File: config.mk
export PLATFORM = sky130hd
export DESIGN_NAME = lod_pipe_scheduler
export DESIGN_NICKNAME = d
export VERILOG_FILES = /design/src/rtl/lod_pipe_scheduler_pkg.sv /design/src/rtl/lod_pipe_scheduler_fifo.sv /design/src/rtl/lod_pipe_scheduler.sv
export SDC_FILE = /design/constraint.sdc
export NUM_CORES = 1
export LEC_CHECK = 0
export ABC_CLOCK_PERIOD_IN_PS = 6900
export CAP_MARGIN = 20
export CORE_MARGIN = 4
export CORE_UTILIZATION = 46
export CTS_CLUSTER_DIAMETER = 40
export CTS_CLUSTER_SIZE = 24
export DETAILED_ROUTE_END_ITERATION = 8
export PLACE_DENSITY_LB_ADDON = 0.05
export SYNTH_ARGS = -nofsm -noshare
export SYNTH_HDL_FRONTEND = slang
export SYNTH_SLANG_ARGS = --single-unit
File: constraint.sdc
create_clock -name clk -period 6.9 [get_ports clk]
set_clock_uncertainty 0.1 [all_clocks]
set_input_delay 1.38 -clock clk [delete_from_list [all_inputs] [get_ports clk]]
set_output_delay 1.38 -clock clk [all_outputs]
set_load 0.005 [all_outputs]
File: src/rtl/lod_pipe_scheduler_pkg.sv
// lod_pipe_scheduler_pkg: shared widths, pipe latencies and FSM encoding for the LOD pipe scheduler
package lod_pipe_scheduler_pkg;
  localparam int OUTPUT_BUF_DATASIZE = 32;
  localparam int LOD_PIPE_LAT = 2;
  localparam int LOD_FIFO_DEPTH = 4;
  typedef enum logic [1:0] {S_IDLE, S_ISSUE, S_DRAIN, S_DONE} state_t;
endpackage

File: src/rtl/lod_pipe_scheduler_fifo.sv
// lod_result_fifo: synchronous result FIFO with occupancy count; DEPTH must be a power of two
module lod_result_fifo import lod_pipe_scheduler_pkg::*; #(
  parameter int DATA_W = OUTPUT_BUF_DATASIZE,
  parameter int DEPTH = LOD_FIFO_DEPTH,
  parameter int CW = $clog2(DEPTH + 1)
) (
  input  logic              clk,
  input  logic              rst,
  input  logic              push,
  input  logic              pop,
  input  logic [DATA_W-1:0] din,
  output logic [DATA_W-1:0] dout,
  output logic              empty,
  output logic              full,
  output logic [CW-1:0]     count
);
  localparam int AW = $clog2(DEPTH);
  logic [DATA_W-1:0] mem [DEPTH];
  logic [AW-1:0] rptr, wptr;
  assign empty = count == '0;
  assign full = count == CW'(DEPTH);
  assign dout = empty ? '0 : mem[rptr];
  always_ff @(posedge clk)
    if (push) mem[wptr] <= din;
  always_ff @(posedge clk) begin
    if (rst) begin
      rptr <= '0;
      wptr <= '0;
      count <= '0;
    end else begin
      if (push) wptr <= wptr + AW'(1);
      if (pop) rptr <= rptr + AW'(1);
      count <= count + CW'(push) - CW'(pop);
    end
  end
endmodule

File: src/rtl/lod_pipe_scheduler.sv
// lod_pipe_scheduler: streams a buffer batch through the LOD/shift/multiplier pipe and writes results back
module lod_pipe_scheduler import lod_pipe_scheduler_pkg::*; #(
  parameter int DATA_W = OUTPUT_BUF_DATASIZE,
  parameter int ADDR_W = 8,
  parameter int PIPE_LAT = LOD_PIPE_LAT,
  parameter int RD_LAT = 1,
  parameter int FIFO_DEPTH = LOD_FIFO_DEPTH
) (
  input  logic              clk,
  input  logic              rst,
  input  logic              start,
  input  logic [ADDR_W-1:0] base_addr,
  input  logic [ADDR_W-1:0] length,
  output logic              busy,
  output logic              done,
  output logic              rd_en,
  output logic [ADDR_W-1:0] rd_addr,
  input  logic [DATA_W-1:0] rd_data,
  output logic [DATA_W-1:0] dp_in,
  output logic [DATA_W-1:0] dp_in_dly,
  input  logic [DATA_W-1:0] dp_out,
  output logic              wr_en,
  output logic [ADDR_W-1:0] wr_addr,
  output logic [DATA_W-1:0] wr_data,
  input  logic              wr_ready
);
  localparam int VPD = RD_LAT + 1 + PIPE_LAT;
  localparam int CW = $clog2(FIFO_DEPTH + VPD + 1);
  localparam int FCW = $clog2(FIFO_DEPTH + 1);
  state_t state, state_nxt;
  logic [ADDR_W-1:0] base, len_q;
  logic [ADDR_W:0] issue_cnt, wr_cnt;
  logic [VPD-1:0] vpipe;
  logic [CW-1:0] inflight;
  logic [FCW-1:0] fifo_count;
  logic fifo_empty, fifo_full, fifo_push, pop, credit, accept;
  assign accept = state == S_IDLE && start;
  assign fifo_push = vpipe[VPD-1];
  assign pop = wr_en && wr_ready;
  // every issued read reserves a FIFO slot until its result is popped
  assign credit = inflight + CW'(fifo_count) < CW'(FIFO_DEPTH) && !fifo_full;
  assign wr_en = !fifo_empty;
  assign rd_addr = base + issue_cnt[ADDR_W-1:0];
  assign wr_addr = base + wr_cnt[ADDR_W-1:0];
  always_ff @(posedge clk)
    state <= rst ? S_IDLE : state_nxt;
  always_comb begin
    state_nxt = state;
    unique case (state)
      S_IDLE:  if (start) state_nxt = (length == '0) ? S_DONE : S_ISSUE;
      S_ISSUE: if (rd_en && issue_cnt + (ADDR_W+1)'(1) == {1'b0, len_q}) state_nxt = S_DRAIN;
      S_DRAIN: if (pop && wr_cnt + (ADDR_W+1)'(1) == {1'b0, len_q}) state_nxt = S_DONE;
      S_DONE:  state_nxt = S_IDLE;
    endcase
  end
  always_comb begin
    busy = state == S_ISSUE || state == S_DRAIN;
    done = state == S_DONE;
    rd_en = state == S_ISSUE && credit;
  end
  always_ff @(posedge clk) begin
    if (rst) begin
      base <= '0;
      len_q <= '0;
      issue_cnt <= '0;
      wr_cnt <= '0;
      vpipe <= '0;
      inflight <= '0;
      dp_in <= '0;
      dp_in_dly <= '0;
    end else begin
      vpipe <= {vpipe[VPD-2:0], rd_en};
      inflight <= inflight + CW'(rd_en) - CW'(fifo_push);
      dp_in <= vpipe[RD_LAT-1] ? rd_data : '0;
      dp_in_dly <= dp_in;
      if (accept) begin
        base <= base_addr;
        len_q <= length;
        issue_cnt <= '0;
        wr_cnt <= '0;
      end else begin
        if (rd_en) issue_cnt <= issue_cnt + (ADDR_W+1)'(1);
        if (pop) wr_cnt <= wr_cnt + (ADDR_W+1)'(1);
      end
    end
  end
  lod_result_fifo #(.DATA_W(DATA_W), .DEPTH(FIFO_DEPTH), .CW(FCW)) u_fifo (
    .clk(clk), .rst(rst), .push(fifo_push), .pop(pop), .din(dp_out),
    .dout(wr_data), .empty(fifo_empty), .full(fifo_full), .count(fifo_count)
  );
endmodule

==> flow_metrics.env, run 1 <==
export IMPL_ioPinCount=200
export IMPL_synth_async_sr_flop_share_pct=0
export IMPL_crit_path_start_kind="flop"
export IMPL_number_of_instances_in_the_synthesized_netlist=729
export IMPL_finalSetupViolations=0
export IMPL_final_core_utilization_pct=62.9
export IMPL_globalRouteTotalUtil_pct=17.9
export IMPL_arrival_time_reported_for_the_critical_path_endpoint_ns=2.84
export IMPL_synth_compound_area_share_pct=4.32
export IMPL_core_area_mm2=0.0211
export IMPL_cap_viol_max_count=0
export IMPL_ys_warn_count=0
export IMPL_crit_path_cell_trace="ha_1, inv_1, fa_1, inv_1, a21oi_1, o21bai_1, a21o_1, a21oi_1, xnor2_1, clkdlybuf4s50_1"
export IMPL_crit_path_end_kind="output port"
export IMPL_synth_top_family_by_area="simple AND/OR/NAND/NOR gates"
export IMPL_grt_setup_unrepaired="false"
export IMPL_area_of_the_multi_input_gates_mm2=0.00342
export IMPL_final_min_clock_period_ns=4.32
export IMPL_pwr_share_seq_pct=36.8
export IMPL_netlist_area_mm2=0.00988
export IMPL_fillerInstances=1633
export IMPL_multiplexer_share_of_the_synthesized_area_pct=7.40
export IMPL_number_of_setup_buffers_added_after_cts=0
export IMPL_floorplan_die_width_um=155
export IMPL_critical_path_max_stage_delay_ns=0.52
export IMPL_hold_buffer_count_at_cts=0
export IMPL_power_ir_vdd_worst_mv=0.227
export IMPL_worstPathMaxFanout=7
export IMPL_post_route_cells_drive_above_1_share_pct=11.7
export IMPL_clock_root_buffer="sky130_fd_sc_hd__clkbuf_16"
export IMPL_power_leakage_nw=4.78
export IMPL_cp_required_ns=5.42
export IMPL_master_of_the_slowest_instance_on_the_critical_path="sky130_fd_sc_hd__clkdlybuf4s50_1"
export IMPL_synth_top_area_cell="sky130_fd_sc_hd__edfxtp_1"
export IMPL_synth_commonest_cells="128 x sky130_fd_sc_hd__edfxtp_1, 117 x sky130_fd_sc_hd__dfxtp_1, 70 x sky130_fd_sc_hd__and2_1"
export IMPL_post_route_drc_count=0
export IMPL_power_clock_fraction_pct=38.5
export IMPL_synth_most_common_cell="sky130_fd_sc_hd__edfxtp_1"
export IMPL_seq_area_mm2=0.00619
export IMPL_synth_edf_count=128
export IMPL_placement_io_buffers=199
export IMPL_insertedDiodeCount=0
export IMPL_die_y_um=155
export IMPL_routed_wire_length_per_instance_um=17.3
export IMPL_post_synth_cell_area_avg_um2=13.6
export IMPL_clk_pin_slew_worst_paths_ns=0.05
export IMPL_flow_area_growth_from_synthesis_pct=34.2
export IMPL_first_global_vias=6612
export IMPL_post_synth_xor_area_fraction_pct=5.14
export IMPL_max_clock_freq_ghz=0.231
export IMPL_syn_num_nets=850
export IMPL_detailed_place_hpwl_um=14100
export IMPL_p_int_mw=3.36
export IMPL_gr_total_overflow=0
export IMPL_clock_path_buffers=3
export IMPL_max_slew_margin_pct=40.1
export IMPL_synth_flop_cell="sky130_fd_sc_hd__edfxtp_1"
export IMPL_yosys_area_share_adder_pct=4.99
export IMPL_clock_latency_ns=0.49
export IMPL_synthDistinctLibCells=52
export IMPL_power_density_mw_per_mm2=343
export IMPL_grt_pass1_wl_um=34500
export IMPL_pin_count_of_the_biggest_net_entering_global_routing=68
export IMPL_finalHoldViolCount=0
export IMPL_switchingPower_mw=1.18
export IMPL_gp_congestion=0.797
export IMPL_critical_path_class="flop to output port"
export IMPL_drt_antenna_violating_nets=0
export IMPL_cts_sinks=245
export IMPL_min_path_cells=1
export IMPL_hold_path_class="flop to flop"
export IMPL_r2r_worst_path_cells=12
export IMPL_fin_setup_tns_ns=0
export IMPL_min_period_over_period_pct=62.6
export IMPL_dieArea_mm2=0.0239
export IMPL_maxSlewViolCount=0
export IMPL_finalNetCount=1057
export IMPL_start_util_pct=46.8
export IMPL_postRouteWirelength_um=21400
export IMPL_run_status="completed"
export IMPL_total_power_mw=4.55
export IMPL_cts_buffers_inserted=35
export IMPL_switching_share_pct=26.1
export IMPL_synth_seq_cells=245
export IMPL_cts_htree_levels=2
export IMPL_synth_simple_area_share_pct=12.7
export IMPL_synth_yosys_seq_area_share_pct=62.6
export IMPL_core_rowCount=53
export IMPL_via_per_inst=4.98
export IMPL_vias=6154
export IMPL_power_combinational_fraction_pct=24.7
export IMPL_synth_area_leaders="sky130_fd_sc_hd__edfxtp_1 39%, sky130_fd_sc_hd__dfxtp_1 24%, sky130_fd_sc_hd__mux4_2 7.3%"
export IMPL_worst_slew_pin_transition_ns=0.898
export IMPL_gates_resized_cts_repair=0
export IMPL_firstDrtPassIters=4
export IMPL_antenna_violations_before_repair=0
export IMPL_cts_tree="built"
export IMPL_yosysTopAreaCellShare_pct=38.9
export IMPL_initialDrtViolationCount=296
==> state kept, by name (all words and copies together) (netlist names), 3 cells and up, named ones only <==
signal and count:
issue_cnt 9, dp_in 32, len_q 8, u_fifo.count 3, vpipe 4, inflight 4
u_fifo.mem 128, wr_cnt 9, dp_in_dly 32, base 8
==> power groups by stage <==
stage	registers, mW	logic [mW]	clock network (mW)
after floorplan	1.68	0.633	0
after global placement	1.70	1.12	0
after detailed placement	1.70	1.14	0
after CTS	1.67	1.15	1.79
after global routing	1.68	1.24	1.86
final	1.67	1.12	1.75
==> worst max-delay path, delay by kind of cell, from the launching register on <==
| family | cells | cell delay (ns) |
|---|---|---|
| flops | 1 | 0.48 |
| buf+inv | 3 | 0.64 |
| fa+ha+maj | 2 | 0.62 |
| compound gates | 4 | 0.47 |
| xor+xnor | 1 | 0.14 |
==> cells by family (layout without fill, tap and decap cells) <==
| kind of cell | count (synthesis) | in the layout |
|---|---|---|
| buffers and inverters | 61 | 292 |
| flip-flops | 245 | 245 |
| multiplexers | 33 | 33 |
| adder cells (fa/ha/maj) | 37 | 37 |
| AO/OA/AOI/OAI | 69 | 69 |
| AND/OR/NAND/NOR | 226 | 226 |
| XOR/XNOR | 58 | 58 |
==> per-layer routing <==
metal | vias up | track usage [%] | share of wire [%]
met5 | - | 0 | 0
met4 | 0 | 5.13 | 2.0
met3 | 28 | 5.68 | 6.9
met2 | 168 | 30.1 | 50
met1 | 2989 | 22.5 | 41
li1 | 2969 | - | -
==> cell usage in the layout, fill, tap and decap left out, types with 4 or more instances in the layout <==
master,count
sky130_fd_sc_hd__clkbuf_16,37
sky130_fd_sc_hd__xnor2_1,37
sky130_fd_sc_hd__clkdlybuf4s50_1,198
sky130_fd_sc_hd__fa_1,4
sky130_fd_sc_hd__o21bai_1,5
sky130_fd_sc_hd__xor2_1,21
sky130_fd_sc_hd__nor2_1,26
sky130_fd_sc_hd__ha_1,33
sky130_fd_sc_hd__nand2_1,46
sky130_fd_sc_hd__clkinv_4,4
sky130_fd_sc_hd__a21o_1,5
sky130_fd_sc_hd__edfxtp_1,128
sky130_fd_sc_hd__o21ai_0,10
sky130_fd_sc_hd__a21oi_1,38
sky130_fd_sc_hd__nor3_1,5
sky130_fd_sc_hd__nand4_1,4
sky130_fd_sc_hd__and2_1,66
sky130_fd_sc_hd__dfxtp_1,116
sky130_fd_sc_hd__nor2b_1,39
sky130_fd_sc_hd__and2_2,4
sky130_fd_sc_hd__nand3_1,10
sky130_fd_sc_hd__buf_4,5
sky130_fd_sc_hd__inv_1,25
sky130_fd_sc_hd__mux4_2,32
==> area by class of cell <==
cell class / count / share of cell area [%]
clock buffers: 42 / 7.27
multi-input cells: 423 / 25.8
repair buffers: 205 / 15.4
inverters: 26 / 0.736
clock inverters: 19 / 1.57
well taps: 275 / 2.59
flip-flops and latches: 245 / 46.7
==> stage by stage <==
stage | setup WS [ns] | instance area, um^2 | hold WS, ns | cells
global placement | 3.14 | 12100 | 0.324 | 1173
CTS | 2.56 | 13200 | 0.336 | 1234
detailed placement | 3.10 | 12100 | 0.323 | 1173
floorplan | 3.74 | 9880 | 0.314 | 729
finish | 2.58 | 13300 | 0.336 | 1235
global route | 2.39 | 13300 | 0.358 | 1235
==> worst paths after layout <==
| path | start | to | slack (ns) |
|---|---|---|---|
| setup / recovery | issue_cnt[0] | rd_addr[6] | 2.58 |
| hold reg to reg | vpipe[1] | vpipe[2] | 0.34 |
| setup reg to reg | u_fifo.count[1] | u_fifo.count[2] | 3.82 |
| hold / removal | vpipe[1] | vpipe[2] | 0.34 |
Note: power is estimated with default switching activity, not from simulation.
==> run 2, diff against run 1 <==
--- a/config.mk
+++ b/config.mk
@@ -5,7 +5,7 @@
 export SDC_FILE = /design/constraint.sdc
 export NUM_CORES = 1
 export LEC_CHECK = 0
-export ABC_CLOCK_PERIOD_IN_PS = 6900
+export ABC_CLOCK_PERIOD_IN_PS = 3800
 export CAP_MARGIN = 20
 export CORE_MARGIN = 4
 export CORE_UTILIZATION = 46
==> constraint.sdc (replaced) <==
create_clock -name clk -period 3.8 [get_ports clk]
set_clock_uncertainty 0.1 [all_clocks]
set_input_delay 0.76 -clock clk [delete_from_list [all_inputs] [get_ports clk]]
set_output_delay 0.76 -clock clk [all_outputs]
set_load 0.005 [all_outputs]
==> run 2 against run 1 <==
Net effect: worst hold slack got worse by 0.0039 ns; largest cell class unchanged; sequential power rose by 82%; first-iteration DRC count fell by 22%; clock power rose by 78%.
==> flow_metrics.env, run 2 (synthesized netlist as in run 1, its figures left out) <==
export IMPL_core_rowCount=53
export IMPL_grt_pass1_wl_um=34300
export IMPL_power_density_mw_per_mm2=620
export IMPL_cp_required_ns=2.94
export IMPL_max_slew_margin_pct=39.9
export IMPL_gp_congestion=0.810
export IMPL_route_met3_wl_um=1610
export IMPL_worst_slew_pin_transition_ns=0.902
export IMPL_via_per_inst=4.97
export IMPL_critical_path_max_stage_delay_ns=0.53
export IMPL_pin_count_of_the_biggest_net_entering_global_routing=46
export IMPL_largest_register_ff_count=128
export IMPL_clock_root_buffer="sky130_fd_sc_hd__clkbuf_16"
export IMPL_die_y_um=155
export IMPL_vias=6140
export IMPL_clock_latency_ns=0.50
export IMPL_largest_registers="u_fifo.mem: 128 flops, dp_in: 32 flops, dp_in_dly: 32 flops"
export IMPL_cts_buffers_inserted=34
export IMPL_critical_path_class="flop to output port"
export IMPL_power_leakage_nw=4.78
export IMPL_arrival_time_reported_for_the_critical_path_endpoint_ns=2.77
export IMPL_post_route_drc_count=0
export IMPL_most_common_layout_cells="198 x sky130_fd_sc_hd__clkdlybuf4s50_1, 128 x sky130_fd_sc_hd__edfxtp_1, 114 x sky130_fd_sc_hd__dfxtp_1"
export IMPL_initialDrtViolationCount=231
export IMPL_postRouteWirelength_um=21300
export IMPL_clk_pin_slew_worst_paths_ns=0.05
export IMPL_clock_path_buffers=3
export IMPL_ioPinCount=200
export IMPL_routedLengthMet1_um=8870
export IMPL_antenna_violations_before_repair=0
export IMPL_cap_viol_max_count=0
export IMPL_cts_tree="built"
export IMPL_dieArea_mm2=0.0239
export IMPL_detailed_place_hpwl_um=14200
export IMPL_gr_total_overflow=0
export IMPL_core_area_mm2=0.0211
export IMPL_firstDrtPassIters=4
export IMPL_min_period_over_period_pct=95.4
export IMPL_cts_sinks=245
export IMPL_finalHoldViolCount=0
export IMPL_master_of_the_slowest_instance_on_the_critical_path="sky130_fd_sc_hd__clkdlybuf4s50_1"
export IMPL_top_register="u_fifo.mem"
export IMPL_crit_path_start_kind="flop"
export IMPL_final_min_clock_period_ns=3.63
export IMPL_fillerInstances=1642
export IMPL_post_route_cells_drive_above_1_share_pct=12.2
export IMPL_start_util_pct=46.8
export IMPL_cts_htree_levels=2
export IMPL_hold_path_class="flop to flop"
export IMPL_maxSlewViolCount=0
export IMPL_flow_area_growth_from_synthesis_pct=34.2
export IMPL_run_status="completed"
export IMPL_power_ir_vdd_worst_mv=0.352
export IMPL_layout_cells_most_common="sky130_fd_sc_hd__clkdlybuf4s50_1"
export IMPL_wl_met2_um=10500
export IMPL_crit_path_cell_trace="ha_1, inv_1, fa_1, inv_1, a21oi_1, o21bai_1, a21o_1, a21oi_1, xnor2_1, clkdlybuf4s50_1"
export IMPL_placement_io_buffers=199
export IMPL_total_power_mw=8.21
export IMPL_globalRouteTotalUtil_pct=18.0
export IMPL_floorplan_die_width_um=155
export IMPL_finalSetupViolations=0
export IMPL_r2r_worst_path_cells=11
export IMPL_topRoutingLayerUsed="met4"
export IMPL_finalNetCount=1056
export IMPL_fin_setup_tns_ns=0
export IMPL_insertedDiodeCount=0
export IMPL_worstPathMaxFanout=6
export IMPL_hold_buffer_count_at_cts=0
export IMPL_max_clock_freq_ghz=0.276
export IMPL_first_global_vias=6610
export IMPL_drt_antenna_violating_nets=0
export IMPL_routed_wire_length_per_instance_um=17.3
export IMPL_crit_path_end_kind="output port"
export IMPL_grt_setup_unrepaired="false"
export IMPL_min_path_cells=1
run 2: cell count changes in the layout (fill, tap and decap cells not counted), moves of 2 or more:
cell	delta
sky130_fd_sc_hd__clkinv_2	+4
sky130_fd_sc_hd__clkbuf_16	-3
sky130_fd_sc_hd__clkinvlp_4	-2
sky130_fd_sc_hd__dfxtp_1	-2
sky130_fd_sc_hd__clkinv_4	+2
sky130_fd_sc_hd__dfxtp_2	+2
run 2: per-stage QoR:
step	cells	setup WS [ns]	util, %	cell area [um^2]	hold slack [ns]
2_1_floorplan	729	1.18	-	9880	0.314
3_3_place_gp	1173	0.644	57.3	12100	0.323
3_5_place_dp	1173	0.595	57.3	12100	0.327
4_1_cts	1235	0.0722	62.8	13200	0.339
5_1_grt	1236	0.0351	62.9	13300	0.350
6_report	1236	0.175	62.9	13300	0.332
run 2: power breakdown:
| group | internal [mW] | switching [mW] |
|---|---|---|
| clock network | 1.96 | 1.15 |
| logic | 1.17 | 0.884 |
| registers | 2.92 | 0.124 |
run 2: metal layers:
layer	vias to the layer above	GRT usage, %
li1	2981	-
met5	-	0
met3	32	5.76
met4	0	5.30
met2	168	30.2
met1	2959	22.5
run 2: repair_timing:
item / 4_1_cts / 5_1_grt
buffers inserted: 0 / 0
setup endpoints to repair: 0 / 3
resized for setup: 0 / 3
run 2: cell type report:
type	count	area, um^2	area share, %
clock inverter	25	274	2.07
clock buffer	37	872	6.58
sequential	245	6190	46.7
inverter	26	97.6	0.736
tap	275	344	2.60
multi-input combinational	423	3420	25.8
timing repair buffer	205	2050	15.5
run 2: worst max-delay path: cells and delay by family, from the launching register on:
| family | cells | cell delay (ns) |
|---|---|---|
| XOR/XNOR | 1 | 0.15 |
| flip-flops | 1 | 0.40 |
| buffers and inverters | 3 | 0.65 |
| adder cells (fa/ha/maj) | 2 | 0.58 |
| AO/OA/AOI/OAI | 4 | 0.50 |
run 2: worst paths after layout:
path,end,from,slack (ns)
hold reg to reg,vpipe[2],vpipe[1],0.33
hold / removal,vpipe[2],vpipe[1],0.33
setup / recovery,wr_addr[6],wr_cnt[0],0.17
setup reg to reg,u_fifo.count[2],u_fifo.count[1],0.99
==> run 3, diff against run 2 <==
--- a/config.mk
+++ b/config.mk
@@ -7,7 +7,7 @@
 export LEC_CHECK = 0
 export ABC_CLOCK_PERIOD_IN_PS = 3800
 export CAP_MARGIN = 20
-export CORE_MARGIN = 4
+export CORE_MARGIN = 5
 export CORE_UTILIZATION = 46
 export CTS_CLUSTER_DIAMETER = 40
 export CTS_CLUSTER_SIZE = 24
==> run 3 against run 2 <==
Net effect: clock power rose by 6.8%; via count rose by 0.29%; sequential cell count did not move; non-clock buffer count rose by 1; worst hold slack improved by 0.0029 ns; sequential share of layout area fell by 0.25 points; sequential power rose by 1%; largest cell class unchanged; total power rose by 2.6%; critical path depth did not move.
==> flow_metrics.env, run 3 (synthesized netlist as in run 1, its figures left out) <==
export IMPL_gr_total_overflow=0
export IMPL_via_per_inst=4.99
export IMPL_firstDrtPassIters=4
export IMPL_drt_antenna_violating_nets=0
export IMPL_cts_buffers_inserted=34
export IMPL_finalHoldViolCount=0
export IMPL_final_min_clock_period_ns=3.64
export IMPL_holdWs_ns=0.334
export IMPL_cap_viol_max_count=0
export IMPL_dieArea_mm2=0.0245
export IMPL_min_period_over_period_pct=95.7
export IMPL_worst_slew_pin_transition_ns=0.963
export IMPL_placement_io_buffers=199
export IMPL_cts_htree_levels=2
export IMPL_detailed_place_hpwl_um=14300
export IMPL_arrival_time_reported_for_the_critical_path_endpoint_ns=2.78
export IMPL_gp_congestion=0.818
export IMPL_cts_sinks=245
export IMPL_postRouteWirelength_um=21100
export IMPL_post_route_drc_count=0
export IMPL_clock_path_buffers=3
export IMPL_globalRouteTotalUtil_pct=17.1
export IMPL_power_density_mw_per_mm2=632
export IMPL_grt_pass1_wl_um=33300
export IMPL_largest_register_ff_count=128
export IMPL_floorplan_die_width_um=157
export IMPL_routed_wire_length_per_instance_um=17.1
export IMPL_die_y_um=157
export IMPL_critical_path_class="flop to output port"
export IMPL_start_util_pct=46.8
export IMPL_first_global_vias=6384
export IMPL_antenna_violations_before_repair=0
export IMPL_grt_setup_unrepaired="false"
export IMPL_core_rowCount=53
export IMPL_crit_path_start_kind="flop"
export IMPL_run_status="completed"
export IMPL_crit_path_end_kind="output port"
export IMPL_post_route_cells_drive_above_1_share_pct=12.3
export IMPL_max_clock_freq_ghz=0.275
export IMPL_hold_buffer_count_at_cts=0
export IMPL_pin_count_of_the_biggest_net_entering_global_routing=46
export IMPL_power_ir_vdd_worst_mv=0.451
export IMPL_worstPathMaxFanout=7
export IMPL_maxSlewViolCount=0
export IMPL_power_leakage_nw=4.80
export IMPL_finalNetCount=1057
export IMPL_fin_setup_tns_ns=0
export IMPL_core_area_mm2=0.0211
export IMPL_cp_required_ns=2.94
export IMPL_ioPinCount=200
export IMPL_vias=6158
export IMPL_clock_root_buffer="sky130_fd_sc_hd__clkbuf_16"
export IMPL_most_common_layout_cells="198 x sky130_fd_sc_hd__clkdlybuf4s50_1, 128 x sky130_fd_sc_hd__edfxtp_1, 114 x sky130_fd_sc_hd__dfxtp_1"
export IMPL_clock_latency_ns=0.49
export IMPL_max_slew_margin_pct=35.5
export IMPL_largest_registers="u_fifo.mem: 128 flops, dp_in: 32 flops, dp_in_dly: 32 flops"
export IMPL_hold_path_class="flop to flop"
export IMPL_flow_area_growth_from_synthesis_pct=34.9
export IMPL_insertedDiodeCount=0
export IMPL_finalSetupViolations=0
export IMPL_top_register="u_fifo.mem"
export IMPL_initialDrtViolationCount=259
export IMPL_cts_tree="built"
export IMPL_clk_pin_slew_worst_paths_ns=0.06
export IMPL_layout_cells_most_common="sky130_fd_sc_hd__clkdlybuf4s50_1"
==> run 3: final timing paths <==
path                        start         endpoint  slack [ns]  cells past startpoint
setup reg to reg  u_fifo.count[1]  u_fifo.count[2]        1.05                     11
hold / removal           vpipe[1]         vpipe[2]        0.33                      1
hold reg to reg          vpipe[1]         vpipe[2]        0.33                      1
setup / recovery     issue_cnt[0]       rd_addr[6]        0.16                     10
==> run 3: repair_timing <==
action	in CTS	in global routing
endpoints found under the setup margin	0	3
setup buffers	0	0
resized for setup	0	3
==> run 3: through the flow <==
stage / utilization [%] / setup slack [ns] / std cells / instance area, um^2 / power (mW)
after floorplan: - / 1.18 / 729 / 9880 / 4.21
after global placement: 57.4 / 0.666 / 1175 / 12100 / 5.16
after detailed placement: 57.4 / 0.626 / 1175 / 12100 / 5.20
after CTS: 63.2 / 0.0264 / 1235 / 13300 / 8.56
after global routing: 63.2 / 0.00208 / 1235 / 13300 / 8.85
final: 63.2 / 0.164 / 1235 / 13300 / 8.43
==> run 3: final cells by class <==
cell class | instances | area [um^2]
sequential | 245 | 6190
clock buffer | 37 | 893
tap | 275 | 344
timing repair buffer | 206 | 2050
clock inverter | 23 | 323
inverter | 26 | 97.6
multi-input combinational | 423 | 3420
fill | 1567 | 7760
==> run 3: routing by layer <==
| layer | track usage, % | wire (um) |
|---|---|---|
| met1 | 21.0 | 8540 |
| met2 | 28.9 | 10400 |
| met3 | 5.84 | 1770 |
| met4 | 4.79 | 439 |
| met5 | 0 | 0 |
==> run 3: where the power goes <==
part	switching, mW	total (mW)	internal [mW]
Combinational	0.853	2.03	1.18
Clock	1.13	3.32	2.19
Sequential	0.157	3.08	2.92
==> run 3: worst max-delay path: stages (launching register included) <==
cell                              delay (ns)
sky130_fd_sc_hd__dfxtp_2                0.40
sky130_fd_sc_hd__ha_1                   0.22
sky130_fd_sc_hd__inv_1                  0.06
sky130_fd_sc_hd__fa_1                   0.40
sky130_fd_sc_hd__inv_1                  0.07
sky130_fd_sc_hd__a21oi_1                0.06
sky130_fd_sc_hd__o21bai_1               0.18
sky130_fd_sc_hd__a21o_1                 0.14
sky130_fd_sc_hd__a21oi_1                0.07
sky130_fd_sc_hd__xnor2_1                0.16
sky130_fd_sc_hd__clkdlybuf4s50_1        0.53
